[config.mk]
export PLATFORM = sky130hd
export DESIGN_NAME = instruction_loader
export DESIGN_NICKNAME = d
export VERILOG_FILES = /design/src/rtl/instruction_loader.sv
export SDC_FILE = /design/constraint.sdc
export NUM_CORES = 1
export LEC_CHECK = 0
export CAP_MARGIN = 20
export CORE_UTILIZATION = 50
export DETAILED_ROUTE_END_ITERATION = 8
export DONT_BUFFER_PORTS = 1
export SLEW_MARGIN = 25
export SYNTH_ARGS = -nofsm -noshare
export SYNTH_HDL_FRONTEND = slang
export SYNTH_SLANG_ARGS = --single-unit
[constraint.sdc]
create_clock -name clock -period 3.71 [get_ports clock]
set_clock_uncertainty 0.05 [all_clocks]
set_input_delay 0.742 -clock clock [delete_from_list [all_inputs] [get_ports clock]]
set_output_delay 0.742 -clock clock [all_outputs]
set_load 0.01 [all_outputs]
[src/rtl/instruction_loader.sv]
// instruction_loader: boot-time loader that streams a program image into the
// instruction RAM write port and keeps the CPU stalled until a load succeeds.
// Ports: clock, reset (sync, active-high); start pulse; byte_valid/byte_data
// stream in with byte_ready; wr_en/wr_address/wr_data RAM write port;
// busy/done/error status; cpu_hold stall request.
// Optional feature: define LOADER_CHECKSUM_EN for a trailing XOR check byte.
// Stream format: 16-bit word count (MSB first), then 32-bit words MSB-first.
module instruction_loader #(
    parameter int ADDR_WIDTH = 10,
    parameter int DEPTH      = 70
) (
    input  logic                  clock,
    input  logic                  reset,
    input  logic                  start,
    input  logic                  byte_valid,
    input  logic [7:0]            byte_data,
    output logic                  byte_ready,
    output logic                  wr_en,
    output logic [ADDR_WIDTH-1:0] wr_address,
    output logic [31:0]           wr_data,
    output logic                  busy,
    output logic                  done,
    output logic                  error,
    output logic                  cpu_hold
);

`ifdef LOADER_CHECKSUM_EN
    typedef enum logic [2:0] {
        IDLE, COUNT_HI, COUNT_LO, DATA, CHECK, DONE, ERROR
    } state_t;
`else
    typedef enum logic [2:0] {
        IDLE, COUNT_HI, COUNT_LO, DATA, DONE, ERROR
    } state_t;
`endif

    localparam logic [15:0] DEPTH16 = 16'(DEPTH);

    state_t                state_q, state_d;
    logic [15:0]           count_q, count_d;
    logic [ADDR_WIDTH-1:0] word_idx_q, word_idx_d;
    logic [1:0]            byte_idx_q, byte_idx_d;
    logic [23:0]           asm_q, asm_d;
    logic                  wr_en_d;
    logic [ADDR_WIDTH-1:0] wr_address_d;
    logic [31:0]           wr_data_d;
    logic                  loading_d;
    logic                  accept;
    logic [15:0]           count_full;
    logic                  last_word;
    state_t                after_data;
`ifdef LOADER_CHECKSUM_EN
    logic [7:0]            xor_q, xor_d;
`endif

    assign accept     = byte_valid && byte_ready;
    assign count_full = {count_q[15:8], byte_data};
    assign last_word  = (16'(word_idx_q) == count_q - 16'd1);

`ifdef LOADER_CHECKSUM_EN
    assign after_data = CHECK;
`else
    assign after_data = DONE;
`endif

    always_comb begin
        state_d      = state_q;
        count_d      = count_q;
        word_idx_d   = word_idx_q;
        byte_idx_d   = byte_idx_q;
        asm_d        = asm_q;
        wr_en_d      = 1'b0;
        wr_address_d = wr_address;
        wr_data_d    = wr_data;
`ifdef LOADER_CHECKSUM_EN
        xor_d        = xor_q;
`endif
        unique case (state_q)
            IDLE: begin
                // A byte arriving with start is dropped: byte_ready is low.
                if (start) state_d = COUNT_HI;
            end
            COUNT_HI: begin
                if (accept) begin
                    count_d = {byte_data, count_q[7:0]};
                    state_d = COUNT_LO;
                end
            end
            COUNT_LO: begin
                if (accept) begin
                    count_d    = count_full;
                    word_idx_d = '0;
                    byte_idx_d = 2'd0;
`ifdef LOADER_CHECKSUM_EN
                    xor_d      = 8'h00;
`endif
                    if (count_full > DEPTH16)
                        state_d = ERROR;
                    else if (count_full == 16'd0)
                        state_d = after_data;
                    else
                        state_d = DATA;
                end
            end
            DATA: begin
                if (accept) begin
                    asm_d      = {asm_q[15:0], byte_data};
                    byte_idx_d = byte_idx_q + 2'd1;
`ifdef LOADER_CHECKSUM_EN
                    xor_d      = xor_q ^ byte_data;
`endif
                    if (byte_idx_q == 2'd3) begin
                        wr_en_d      = 1'b1;
                        wr_data_d    = {asm_q, byte_data};
                        wr_address_d = word_idx_q;
                        word_idx_d   = word_idx_q + ADDR_WIDTH'(1);
                        if (last_word) state_d = after_data;
                    end
                end
            end
`ifdef LOADER_CHECKSUM_EN
            CHECK: begin
                if (accept)
                    state_d = (byte_data == xor_q) ? DONE : ERROR;
            end
`endif
            DONE, ERROR: begin
                if (start) state_d = COUNT_HI;
            end
            default: state_d = IDLE;
        endcase

        loading_d = (state_d == COUNT_HI) || (state_d == COUNT_LO) ||
                    (state_d == DATA);
`ifdef LOADER_CHECKSUM_EN
        loading_d = loading_d || (state_d == CHECK);
`endif
    end

    always_ff @(posedge clock) begin
        if (reset) begin
            state_q    <= IDLE;
            count_q    <= 16'd0;
            word_idx_q <= '0;
            byte_idx_q <= 2'd0;
            asm_q      <= 24'd0;
            wr_en      <= 1'b0;
            wr_address <= '0;
            wr_data    <= 32'd0;
            byte_ready <= 1'b0;
            busy       <= 1'b0;
            done       <= 1'b0;
            error      <= 1'b0;
            cpu_hold   <= 1'b1;
`ifdef LOADER_CHECKSUM_EN
            xor_q      <= 8'h00;
`endif
        end else begin
            state_q    <= state_d;
            count_q    <= count_d;
            word_idx_q <= word_idx_d;
            byte_idx_q <= byte_idx_d;
            asm_q      <= asm_d;
            wr_en      <= wr_en_d;
            wr_address <= wr_address_d;
            wr_data    <= wr_data_d;
            byte_ready <= loading_d;
            busy       <= loading_d;
            done       <= (state_d == DONE);
            error      <= (state_d == ERROR);
            cpu_hold   <= (state_d != DONE);
`ifdef LOADER_CHECKSUM_EN
            xor_q      <= xor_d;
`endif
        end
    end

endmodule

**Word level (Yosys, flattened, before mapping)**

Index checks and enable logic that the tools add are counted.

- Register bits after elaboration: 102
- Latch bits: 0
- Memory bits (writable): 0
- ROM bits: 0
- Output and inout bits: 48
- Logic and storage cells: 71
- Memories kept: 0

- Add/sub/neg operators: 3
- Multiply operators: 0
- Divide/modulo/power cells: 0
- Magnitude comparators: 1
- Eq/ne operators: 16
- Shift operators: 0
- Muxes and demuxes: 20
- Bitwise operators: 4
- Reductions and logical operators: 14

Operators with widths:

| cell | number |
|---|---|
| 16-bit one-hot mux with 2 select lines | 1 |
| 10-bit 2-to-1 mux | 3 |
| 3-bit 2-to-1 mux | 8 |
| 10-bit one-hot mux with 2 select lines | 1 |
| 10-bit by 16-bit == test with 1-bit output | 1 |
| 16-bit by 7-bit greater-than comparator with 1-bit output, second input constant | 1 |
| 16-bit logical NOT | 1 |
| 16-bit 2-to-1 mux | 1 |
| 16-bit by 1-bit subtractor with 16-bit output, second input constant | 1 |
| 3-bit by 2-bit == test with 1-bit output, second input constant | 4 |
| 3-bit == test, second input constant | 4 |
| 3-bit one-hot mux with 4 select lines | 1 |
| 3-bit AND reduction | 4 |
| 10-bit by 1-bit adder with 10-bit output, second input constant | 1 |
| 8-bit 2-to-1 mux | 1 |
| 3-bit by 1-bit == test with 1-bit output, second input constant | 2 |
| 2-bit inequality test, second input constant | 3 |
| 3-bit OR reduction | 2 |
| 2-bit 2-to-1 mux | 2 |
| 1-bit NOT | 4 |
| 2-bit one-hot mux with 2 select lines | 1 |
| 4-bit AND reduction | 1 |
| 3-bit logical NOT | 1 |
| 3-bit inequality test, second input constant | 1 |
| other kinds (7) | 8 |

**Logic depth before layout (Yosys ltp)**

Gate-level depths: netlist (run 1).

- Depth in word-level cells: 9
- Gate-level depth with buffers: 8
- Depth with buffers taken out: 8

**Least setup slack after synthesis (run 1)**

Ideal clock, no wire load.

- Path type: reg2reg
- From: register count_q[0]
- To: register busy
- Library setup time: 0.127 ns
- Data arrival time: 2.014 ns
- Data required time: 3.533 ns
- Path slack: 1.519 ns
- Stages on the path, launching flop included: 9
- Clock period less this slack: 2.191 ns
- Path through: dfxtp_1 -> inv_1 -> ha_1 -> or4b_4 -> or3_1 -> a21oi_2 -> o221ai_2 -> o21bai_2 -> a31oi_1

- Longest elaborated chain between the ends: 9

Ends and longest elaborated chain:

| what | line | RTL |
|---|---|---|
| start, declared | 40 | `logic [15:0] count_q, count_d;` |
| start signal, assigned | 160 | `count_q <= count_d;` |
| 16-bit by 1-bit subtractor with 16-bit output (*) | 58 | `assign last_word = (16'(word_idx_q) == count_q - 16'd1);` |
| 10-bit by 16-bit == test with 1-bit output (*) | 58 |  |
| 3-bit 2-to-1 mux (*) | 117 | `if (last_word) state_d = after_data;` |
| 3-bit 2-to-1 mux (*) | 112 | `if (byte_idx_q == 2'd3) begin` |
| 3-bit 2-to-1 mux (*) | 106 | `if (accept) begin` |
| 3-bit one-hot mux with 4 select lines (*) | 78 | `unique case (state_q)` |
| 3-bit by 1-bit == test with 1-bit output / 3-bit by 2-bit == test with 1-bit output (equally long branches) | 133 | `loading_d = (state_d == COUNT_HI) \|\| (state_d == COUNT_LO) \|\|` |
| 1-bit logical OR | 133 |  |
| 1-bit logical OR (*) | 133 |  |
| end signal, assigned | 168 | `busy <= loading_d;` |
| end, declared | 21 | `output logic busy,` |

Mark *: on every way between the ends. The rest lies on a longest branch, timed or not.
A chain may end at the register's enable or synchronous reset.

**Worst setup path after layout (run 1)**

Ends and elaborated chain as after synthesis.

==> metrics.md, run 1 <==
| Metric | Value |
|---|---|
| Status | `finished clean` |
| Starting Density | `52.7%` |
| Final Util | `55.9%` |
| Relative slew margins | `43.3%` |
| Slew @ Worst Pin | `849 ps` |
| YS warnings | `0` |
| Period utilization | `67.3%` |
| Post-synth top flop | `dfxtp_1` |
| Total clock sinks | `102` |
| Setup TNS | `0 ps` |
| Final Wtd Congestion | `0.861` |
| CP max-delay cell | `or4b_4` |
| Syn nets | `547` |
| Syn_area_per_cell | `7.77 um^2` |
| Worst EP required | `3900 ps` |
| F_max | `0.401 GHz` |
| CTS max path bufs | `2` |
| Die ar. | `8640 um^2` |
| Mapped cell area | `4140 um^2` |
| Slowest stage delay, CP | `520 ps` |
| Crit-path cells | `inv_1 -> ha_1 -> or4b_4 -> or3_1 -> a21oi_2 -> o221ai_2 -> o21bai_2 -> a31oi_1` |
| TritonCTS Buffers | `9` |
| Height of the die | `92.9 um` |
| Hold depth | `1` |
| Met1 Use GR | `32.6%` |
| Seq/Total Area, Yosys | `49.4%` |
| Endpoints failing setup | `0` |
| HP Class | `in2reg` |
| Number of synthesized register bits | `102` |
| Hold Buf Count CTS | `0` |
| Pleak | `1.44 nW` |
| RSZ-0062 raised after global routing | `false` |
| DP Worst Slack | `1190 ps` |
| Pre-antenna DRT Iters | `4` |
| Post-synthesis async set-or-reset flop share | `0%` |
| Routed via count | `3447` |
| DRC Markers | `0` |
| Global-route wire length before repair | `15800 um` |
| Final slew viol count | `0` |
| Multi-input logic area | `1950 um^2` |
| Maximum fanout along the worst path | `5` |
| Width of the die | `92.9 um` |
| Crit Path Class | `reg2reg` |
| # rows | `32` |
| Final hold vios | `0` |
| DP Wirelength | `6380 um` |
| Largest net degree at the start of global routing | `93` |
| Pwr dens | `415 nW/um^2` |
| Core Footprint | `7850 um^2` |
| ANT nets after route | `0` |
| EDFF count, synth | `0` |
| IR drop worst, VDD | `0.000275 V` |
| I/O pin count | `60` |
| CTS clock-pin slew for the worst setup and hold paths | `100 ps` |
| Post-CTS setup buffer count | `0` |
| Hold slack | `380 ps` |
| Global route total overflow | `0` |
| Antenna violations before repair | `0` |
| Startpoint types | `flip-flop` |
| Crit path depth | `8` |
| Worst path buffer plus inverter count | `1` |
| Avg Vias per Cell | `5.52` |
| Max Cap Viol | `0` |
| Wire length per cell | `15.5 um` |
| CTS tree | `done` |
| Post-CTS Resized | `0` |
| Period minus WS final | `2500 ps` |
| Vias in the first global route | `3189` |
| R2R depth | `8` |
| Layout area overhead | `6.11%` |
| Library cells used by synthesis | `47` |
| IO buf count | `0` |
| Crit-path leading delay family | `simple AND/OR/NAND/NOR gates` |
| Final wirelength | `9670 um` |
| Worst-Skew Late Latency | `360 ps` |
| Root Driver | `clkbuf_8` |
| Met3 Track Usage GR | `5.99%` |
| Share of layout cells above drive strength 1 | `5.94%` |
| Mapped Cells | `532` |
| Sequential cell area | `2040 um^2` |
| Critical Path End Type | `flip-flop` |
| CTS H-tree lvls | `3` |
| ANT cells | `0` |
| Nets | `532` |
| GRT Total Usage | `23.4%` |
| Met2 Use GR | `35.0%` |
| Grt peak-use layer | `met2` |
| Final worst slack | `1210 ps` |
| DRT iter0 DRCs | `201` |
| Fill cells | `797` |
| Arrival @ worst endpoint | `2690 ps` |
[cell families after synthesis]
| family | after synthesis | share of synthesized area (%) |
|---|---|---|
| AOI/OAI and AO/OA | 120 | 16.4 |
| xor gates and xnor gates | 14 | 2.97 |
| adders and majority gates | 3 | 0.908 |
| buffers and inverters | 40 | 3.78 |
| DFF | 102 | 49.4 |
| muxes | 2 | 0.545 |
| and+or+nand+nor | 251 | 26.0 |
[layout by cell type, fill, tap and decap left out, types with 3 or more instances in the layout]
cell type,netlist,routed
nor2_1,27,27
o21ai_0,5,5
nand2b_1,4,4
nor3_1,13,12
a21oi_1,94,94
nand3_1,12,12
ha_1,3,3
or3_1,5,5
nand2_1,167,167
and3_1,4,4
nand4_1,3,3
buf_4,1,3
clkbuf_8,0,9
xor2_1,8,8
xnor2_1,6,6
dfxtp_1,102,102
a31oi_1,3,3
nor4_1,4,3
inv_1,10,10
[stage by stage]
stage / std cells / power [mW] / instance area (um^2)
after floorplan: 532 / 1.18 / 4140
after global placement: 608 / 1.18 / 4190
after detailed placement: 608 / 1.18 / 4200
after CTS: 624 / 1.84 / 4390
after global routing: 624 / 1.90 / 4390
final: 624 / 1.82 / 4390
[per-layer routing]
| layer | part of all wire [%] | routed length [um] | vias to the layer above |
|---|---|---|---|
| li1 | - | - | 1758 |
| met4 | 1.1 | 107 | 0 |
| met3 | 6.8 | 658 | 11 |
| met1 | 49 | 4770 | 1576 |
| met2 | 43 | 4140 | 102 |
| met5 | 0 | 0 | - |
[cell usage after synthesis, types with 5 or more instances]
master / count / area, um^2
a21oi_1: 94 / 470
clkbuf_1: 23 / 86.3
dfxtp_1: 102 / 2040
inv_1: 10 / 37.5
nand2_1: 167 / 627
nand3_1: 12 / 60.1
nor2_1: 27 / 101
nor3_1: 13 / 65.1
o21ai_0: 5 / 25.0
or3_1: 5 / 31.3
xnor2_1: 6 / 52.6
xor2_1: 8 / 70.1
[where the power goes]
group,switching [mW],total [mW],internal (mW)
clock,0.409,0.668,0.259
sequential,0.00926,1.11,1.10
combinational,0.0260,0.0435,0.0175
total,0.444,1.82,1.38
[final cells by class]
class / count / share of cell area, %
sequential: 102 / 46.5
multi-input combinational: 390 / 44.4
tap: 102 / 2.91
clock buffer: 9 / 2.82
clock inverter: 7 / 1.51
timing repair buffer: 4 / 0.969
inverter: 10 / 0.855
[state kept, by name, summed over array words and instances, names as in the netlist]
signal      flops
error           1
done            1
count_q        16
byte_idx_q      2
busy            1
word_idx_q     10
wr_data        32
asm_q          24
wr_en           1
wr_address     10
cpu_hold        1
state_q         3
[final timing paths]
kind,from,to,slack (ps)
setup / recovery,count_q[0],busy,1210
setup reg to reg,count_q[0],busy,1210
hold reg to reg,asm_q[23],wr_data[31],400
hold / removal,reset,wr_data[31],380
Power figures use the tool's default switching activity.
==> inputs of run 2 (changes only) <==
--- a/config.mk
+++ b/config.mk
@@ -9,6 +9,7 @@
 export CORE_UTILIZATION = 50
 export DETAILED_ROUTE_END_ITERATION = 8
 export DONT_BUFFER_PORTS = 1
+export PLACE_DENSITY = 0.68
 export SLEW_MARGIN = 25
 export SYNTH_ARGS = -nofsm -noshare
 export SYNTH_HDL_FRONTEND = slang
==> constraint.sdc (replaced) <==
create_clock -name clock -period 2.1 [get_ports clock]
set_clock_uncertainty 0.05 [all_clocks]
set_input_delay 0.42 -clock clock [delete_from_list [all_inputs] [get_ports clock]]
set_output_delay 0.42 -clock clock [all_outputs]
set_load 0.01 [all_outputs]
==> run 2 against run 1 <==
Net effect: the run now ends with negative setup slack left; core utilization rose by 3.2 points; register-to-register slack got worse by 1300 ps; combinational power rose by 140%; power rose by 86%; sequential cell count did not move; sequential power rose by 76%; first-iteration DRC count fell by 26%; sequential share of layout area fell by 2.5 points; routed wire length rose by 0.34%; clock power rose by 98%; critical path type unchanged; critical endpoint unchanged; largest cell class unchanged.
==> metrics.md, run 2 (same netlist as run 1, synthesis figures left out) <==
| Metric | Value |
|---|---|
| Status | `finished, violations left` |
| Failing checks | `negative setup slack` |
| GRT Total Usage | `23.6%` |
| ANT cells | `0` |
| Total clock sinks | `102` |
| IR drop worst, VDD | `0.000432 V` |
| Critical Path End Type | `flip-flop` |
| Global-route wire length before repair | `16000 um` |
| Final slew viol count | `0` |
| Placed cell area | `4350 um^2` |
| Power consumption | `3.38 mW` |
| Global route total overflow | `0` |
| Maximum fanout along the worst path | `5` |
| IO buf count | `0` |
| Pleak | `1.59 nW` |
| Multi-input logic area | `2010 um^2` |
| Avg Vias per Cell | `5.46` |
| Crit Path Class | `reg2reg` |
| Crit path launch | `count_q[0]` |
| Core Footprint | `7850 um^2` |
| Hold slack | `64.5 ps` |
| Wire length per cell | `15.0 um` |
| ANT nets after route | `0` |
| Sequential cell area | `2040 um^2` |
| I/O pin count | `60` |
| Max reg flops | `32` |
| Top flop regs | `wr_data x32, asm_q x24, count_q x16` |
| CTS max path bufs | `2` |
| Largest net degree at the start of global routing | `93` |
| Final worst slack | `-77.2 ps` |
| Final hold vios | `0` |
| Period minus WS final | `2180 ps` |
| Endpoints failing setup | `6` |
| Period utilization | `104%` |
| Finished Cell Area | `4640 um^2` |
| Root Driver | `clkbuf_8` |
| R2r endpoint | `busy` |
| DP Wirelength | `6640 um` |
| CTS H-tree lvls | `3` |
| Fill cells | `769` |
| Placed Cells | `629` |
| Pwr dens | `728 nW/um^2` |
| Final wirelength | `9700 um` |
| Commonest cells after routing, fill and taps aside | `nand2_1 (167), dfxtp_1 (100), a21oi_1 (94)` |
| Crit-path cells | `inv_2 -> ha_4 -> or4b_4 -> or3_4 -> a21oi_4 -> o221ai_4 -> o21bai_4 -> a31oi_1` |
| Starting Density | `52.7%` |
| Commonest non-fill, non-tap cell in the layout | `nand2_1` |
| Die ar. | `8640 um^2` |
| Vias in the first global route | `3389` |
| Pre-antenna DRT Iters | `4` |
| CTS tree | `done` |
| Startpoint types | `flip-flop` |
| R2r startpoint | `count_q[0]` |
| Final Wtd Congestion | `0.938` |
| DRT iter0 DRCs | `148` |
| R2R depth | `8` |
| Slew @ Worst Pin | `467 ps` |
| TritonCTS Buffers | `9` |
| Most flop-heavy register | `wr_data` |
| # rows | `32` |
| DRC Markers | `0` |
| Height of the die | `92.9 um` |
| Final cell count without fillers | `648` |
| Routed via count | `3539` |
| Nets | `556` |
| Arrival @ worst endpoint | `2380 ps` |
| Antenna violations before repair | `0` |
| Slowest stage delay, CP | `500 ps` |
| Max Cap Viol | `0` |
| Worst-Skew Late Latency | `370 ps` |
| F_max | `0.459 GHz` |
| Share of layout cells above drive strength 1 | `11.7%` |
| CP max-delay cell | `or4b_4` |
| RSZ-0062 raised after global routing | `true` |
| CP endpoint | `busy` |
| Hold Buf Count CTS | `0` |
| Relative slew margins | `68.9%` |
| Internal reg-to-reg setup slack | `-80 ps` |
| Worst EP required | `2310 ps` |
| Width of the die | `92.9 um` |
| Layout area overhead | `12.2%` |
| CTS clock-pin slew for the worst setup and hold paths | `100 ps` |
| HP Class | `in2reg` |
## run 2: cell types whose count changed in the layout (fill, tap and decap cells not counted), moves of 2 or more
cell and delta:
buf_4 +25, dfxtp_1 -2, dfxtp_2 +2, inv_1 -2
inv_2 +2
## run 2: timing repair
action                     4_1_cts  5_1_grt
cloned                           0        0
setup buffers                    1        2
resized for setup                1       11
setup endpoints to repair        6        6
pin swaps                        3        2
## run 2: metrics by stage
step / utilization (%) / worst slack [ps] / setup TNS, ps
6_report: 59.1 / -77.2 / -369
5_1_grt: 59.1 / -144 / -774
4_1_cts: 58.2 / -80.6 / -340
3_5_place_dp: 55.4 / -65.8 / -292
3_3_place_gp: 55.4 / -20.8 / -31.0
2_1_floorplan: - / 2.47 / 0
## run 2: power breakdown
part           total, mW  switching, mW  internal (mW)
Combinational      0.104         0.0597         0.0441
Sequential          1.95         0.0103           1.94
Clock               1.32          0.719          0.603
Total               3.38          0.789           2.59
## run 2: worst max-delay path, delay by kind of cell (launching register included)
kind,cells,cell delay [ps]
flip-flops,1,340
AO/OA/AOI/OAI,4,560
AND/OR/NAND/NOR,2,920
buffers and inverters,1,70
adder cells (fa/ha/maj),1,130
## run 2: cell type report
cell class                 instances  share of cell area, %
tap                              102                   2.75
multi-input combinational        390                   43.3
clock inverter                     6                   1.62
inverter                          10                  0.809
clock buffer                      10                   2.97
sequential                       102                   44.1
timing repair buffer              28                   4.53
## run 2: per-layer routing
| metal | GRT usage, % | vias to the layer above | routed length (um) |
|---|---|---|---|
| met3 | 6.16 | 13 | 536 |
| met1 | 32.2 | 1637 | 4710 |
| met5 | 0 | - | 0 |
| li1 | - | 1804 | - |
| met2 | 35.9 | 85 | 4300 |
| met4 | 8.08 | 0 | 156 |
## run 2: worst min path at each step
stage,depth (start not counted),startpoint,endpoint
final,1,reset,wr_address[0]
after detailed placement,2,asm_q[21],wr_data[29]
after global placement,2,asm_q[16],wr_data[24]
after floorplan,2,asm_q[16],wr_data[24]
after CTS,1,reset,wr_data[24]
after global routing,1,reset,wr_data[30]
==> inputs of run 3 (changes only) <==
--- a/config.mk
+++ b/config.mk
@@ -10,6 +10,8 @@
 export DETAILED_ROUTE_END_ITERATION = 8
 export DONT_BUFFER_PORTS = 1
 export PLACE_DENSITY = 0.68
+export SKIP_CTS_REPAIR_TIMING = 1
+export SKIP_LAST_GASP = 1
 export SLEW_MARGIN = 25
 export SYNTH_ARGS = -nofsm -noshare
 export SYNTH_HDL_FRONTEND = slang
==> run 3 against run 2 <==
Net effect: the run still ends with negative setup slack left; critical endpoint unchanged; hold slack better by 2.6 ps; critical path depth unchanged; critical path type unchanged; register-to-register slack about the same; largest power group unchanged; sequential power about the same; core utilization down 0.18 points; global-route usage about the same; via count about the same.
==> metrics.md, run 3 (same netlist as run 1, synthesis figures left out) <==
| Metric | Value |
|---|---|
| Status | `finished, violations left` |
| Failing checks | `negative setup slack` |
| Worst-Skew Late Latency | `360 ps` |
| Wire length per cell | `15.0 um` |
| ANT cells | `0` |
| Final wirelength | `9700 um` |
| ANT nets after route | `0` |
| Die ar. | `8640 um^2` |
| Startpoint types | `flip-flop` |
| RSZ-0062 raised after global routing | `true` |
| Width of the die | `92.9 um` |
| DRT iter0 DRCs | `167` |
| TritonCTS Buffers | `9` |
| Period utilization | `103%` |
| Arrival @ worst endpoint | `2370 ps` |
| I/O pin count | `60` |
| F_max | `0.460 GHz` |
| Layout area overhead | `11.9%` |
| IO buf count | `0` |
| Power consumption | `3.37 mW` |
| Sw Pwr | `0.777 mW` |
| Most flop-heavy register | `wr_data` |
| Worst EP required | `2300 ps` |
| Starting Density | `52.7%` |
| Core Footprint | `7850 um^2` |
| Commonest non-fill, non-tap cell in the layout | `nand2_1` |
| Sequential power share | `58.0%` |
| Max Cap Viol | `0` |
| Routed via count | `3538` |
| IR drop worst, VDD | `0.000432 V` |
| Fill cells | `769` |
| Share of layout cells above drive strength 1 | `11.4%` |
| Slew @ Worst Pin | `465 ps` |
| Final Wtd Congestion | `0.938` |
| HP Class | `in2reg` |
| CTS tree | `done` |
| CTS clock-pin slew for the worst setup and hold paths | `100 ps` |
| Finished Cell Area | `4630 um^2` |
| CTS max path bufs | `2` |
| CTS H-tree lvls | `3` |
| DP Wirelength | `6640 um` |
| Internal reg-to-reg setup slack | `-70 ps` |
| Largest net degree at the start of global routing | `93` |
| Placed cell area | `4350 um^2` |
| Root Driver | `clkbuf_8` |
| Endpoints failing setup | `6` |
| Total clock sinks | `102` |
| Antenna violations before repair | `0` |
| Pleak | `1.58 nW` |
| Avg Vias per Cell | `5.47` |
| Sw Ratio | `23.1%` |
| Commonest cells after routing, fill and taps aside | `nand2_1 (167), dfxtp_1 (100), a21oi_1 (94)` |
| Global-route wire length before repair | `16100 um` |
| Period minus WS final | `2170 ps` |
| Final slew viol count | `0` |
| DRC Markers | `0` |
| Vias in the first global route | `3389` |
| Pwr dens | `728 nW/um^2` |
| Comb power frac | `3.1%` |
| Final Util | `59.0%` |
| Internal | `2.59 mW` |
| Pre-antenna DRT Iters | `5` |
| Nets | `555` |
| # rows | `32` |
| Critical Path End Type | `flip-flop` |
| Max reg flops | `32` |
| Clock network power share | `38.9%` |
| GRT Total Usage | `23.6%` |
| Crit Path Class | `reg2reg` |
| Top flop regs | `wr_data x32, asm_q x24, count_q x16` |
| Height of the die | `92.9 um` |
| Final hold vios | `0` |
| Maximum fanout along the worst path | `5` |
| Final worst slack | `-73.2 ps` |
| Relative slew margins | `69.0%` |
| Global route total overflow | `0` |
## run 3: cell count changes in the layout (fill, tap and decap cells not counted)
cell	change
buf_4	-1
o2111ai_1	+1
o2111ai_2	-1
## run 3: metrics by stage
step / hold WS (ps) / setup slack (ps) / TNS [ps] / instances
floorplan: 382 / 2.47 / 0 / 532
global placement: 387 / -20.8 / -31.0 / 629
detailed placement: 390 / -65.8 / -292 / 629
CTS: 57.9 / -87.5 / -409 / 645
global route: 38.2 / -144 / -718 / 647
finish: 67.2 / -73.2 / -327 / 647
## run 3: worst paths after layout
| path | startpoint | endpoint | depth (start not counted) |
|---|---|---|---|
| max | count_q[0] | busy | 8 |
| min | reset | wr_address[4] | 1 |
| max reg2reg | count_q[0] | busy | 8 |
| min reg2reg | asm_q[16] | wr_data[24] | 2 |
## run 3: layer usage
layer	GRT usage [%]	vias up	part of all wire (%)
met5	0	-	0
met4	8.08	0	1.7
met3	6.16	14	5.5
met2	35.9	88	44
met1	32.2	1634	48
li1	-	1802	-
## run 3: critical path, cell delays in order, from the launching register on
cell and delay [ps]:
dfxtp_2 330, inv_2 70, ha_4 130, or4b_4 500, or3_4 420, a21oi_4 150, o221ai_4 130, o21bai_4 180
a31oi_1 90
## run 3: cell type report
class	instances	area [um^2]	share of cell area (%)
timing repair buffer	27	203	4.38
inverter	10	37.5	0.811
sequential	102	2040	44.2
tap	102	128	2.76
multi-input combinational	390	2000	43.3
clock inverter	6	75.1	1.62
clock buffer	10	138	2.97
## run 3: power by group through the flow
stage	Clock, mW	Combinational, mW	Sequential (mW)
3_5_place_dp	0	0.0972	2.00
6_report	1.31	0.104	1.95
4_1_cts	1.33	0.0980	1.95
5_1_grt	1.42	0.116	1.96
3_3_place_gp	0	0.0957	2.00
2_1_floorplan	0	0.0910	2.00
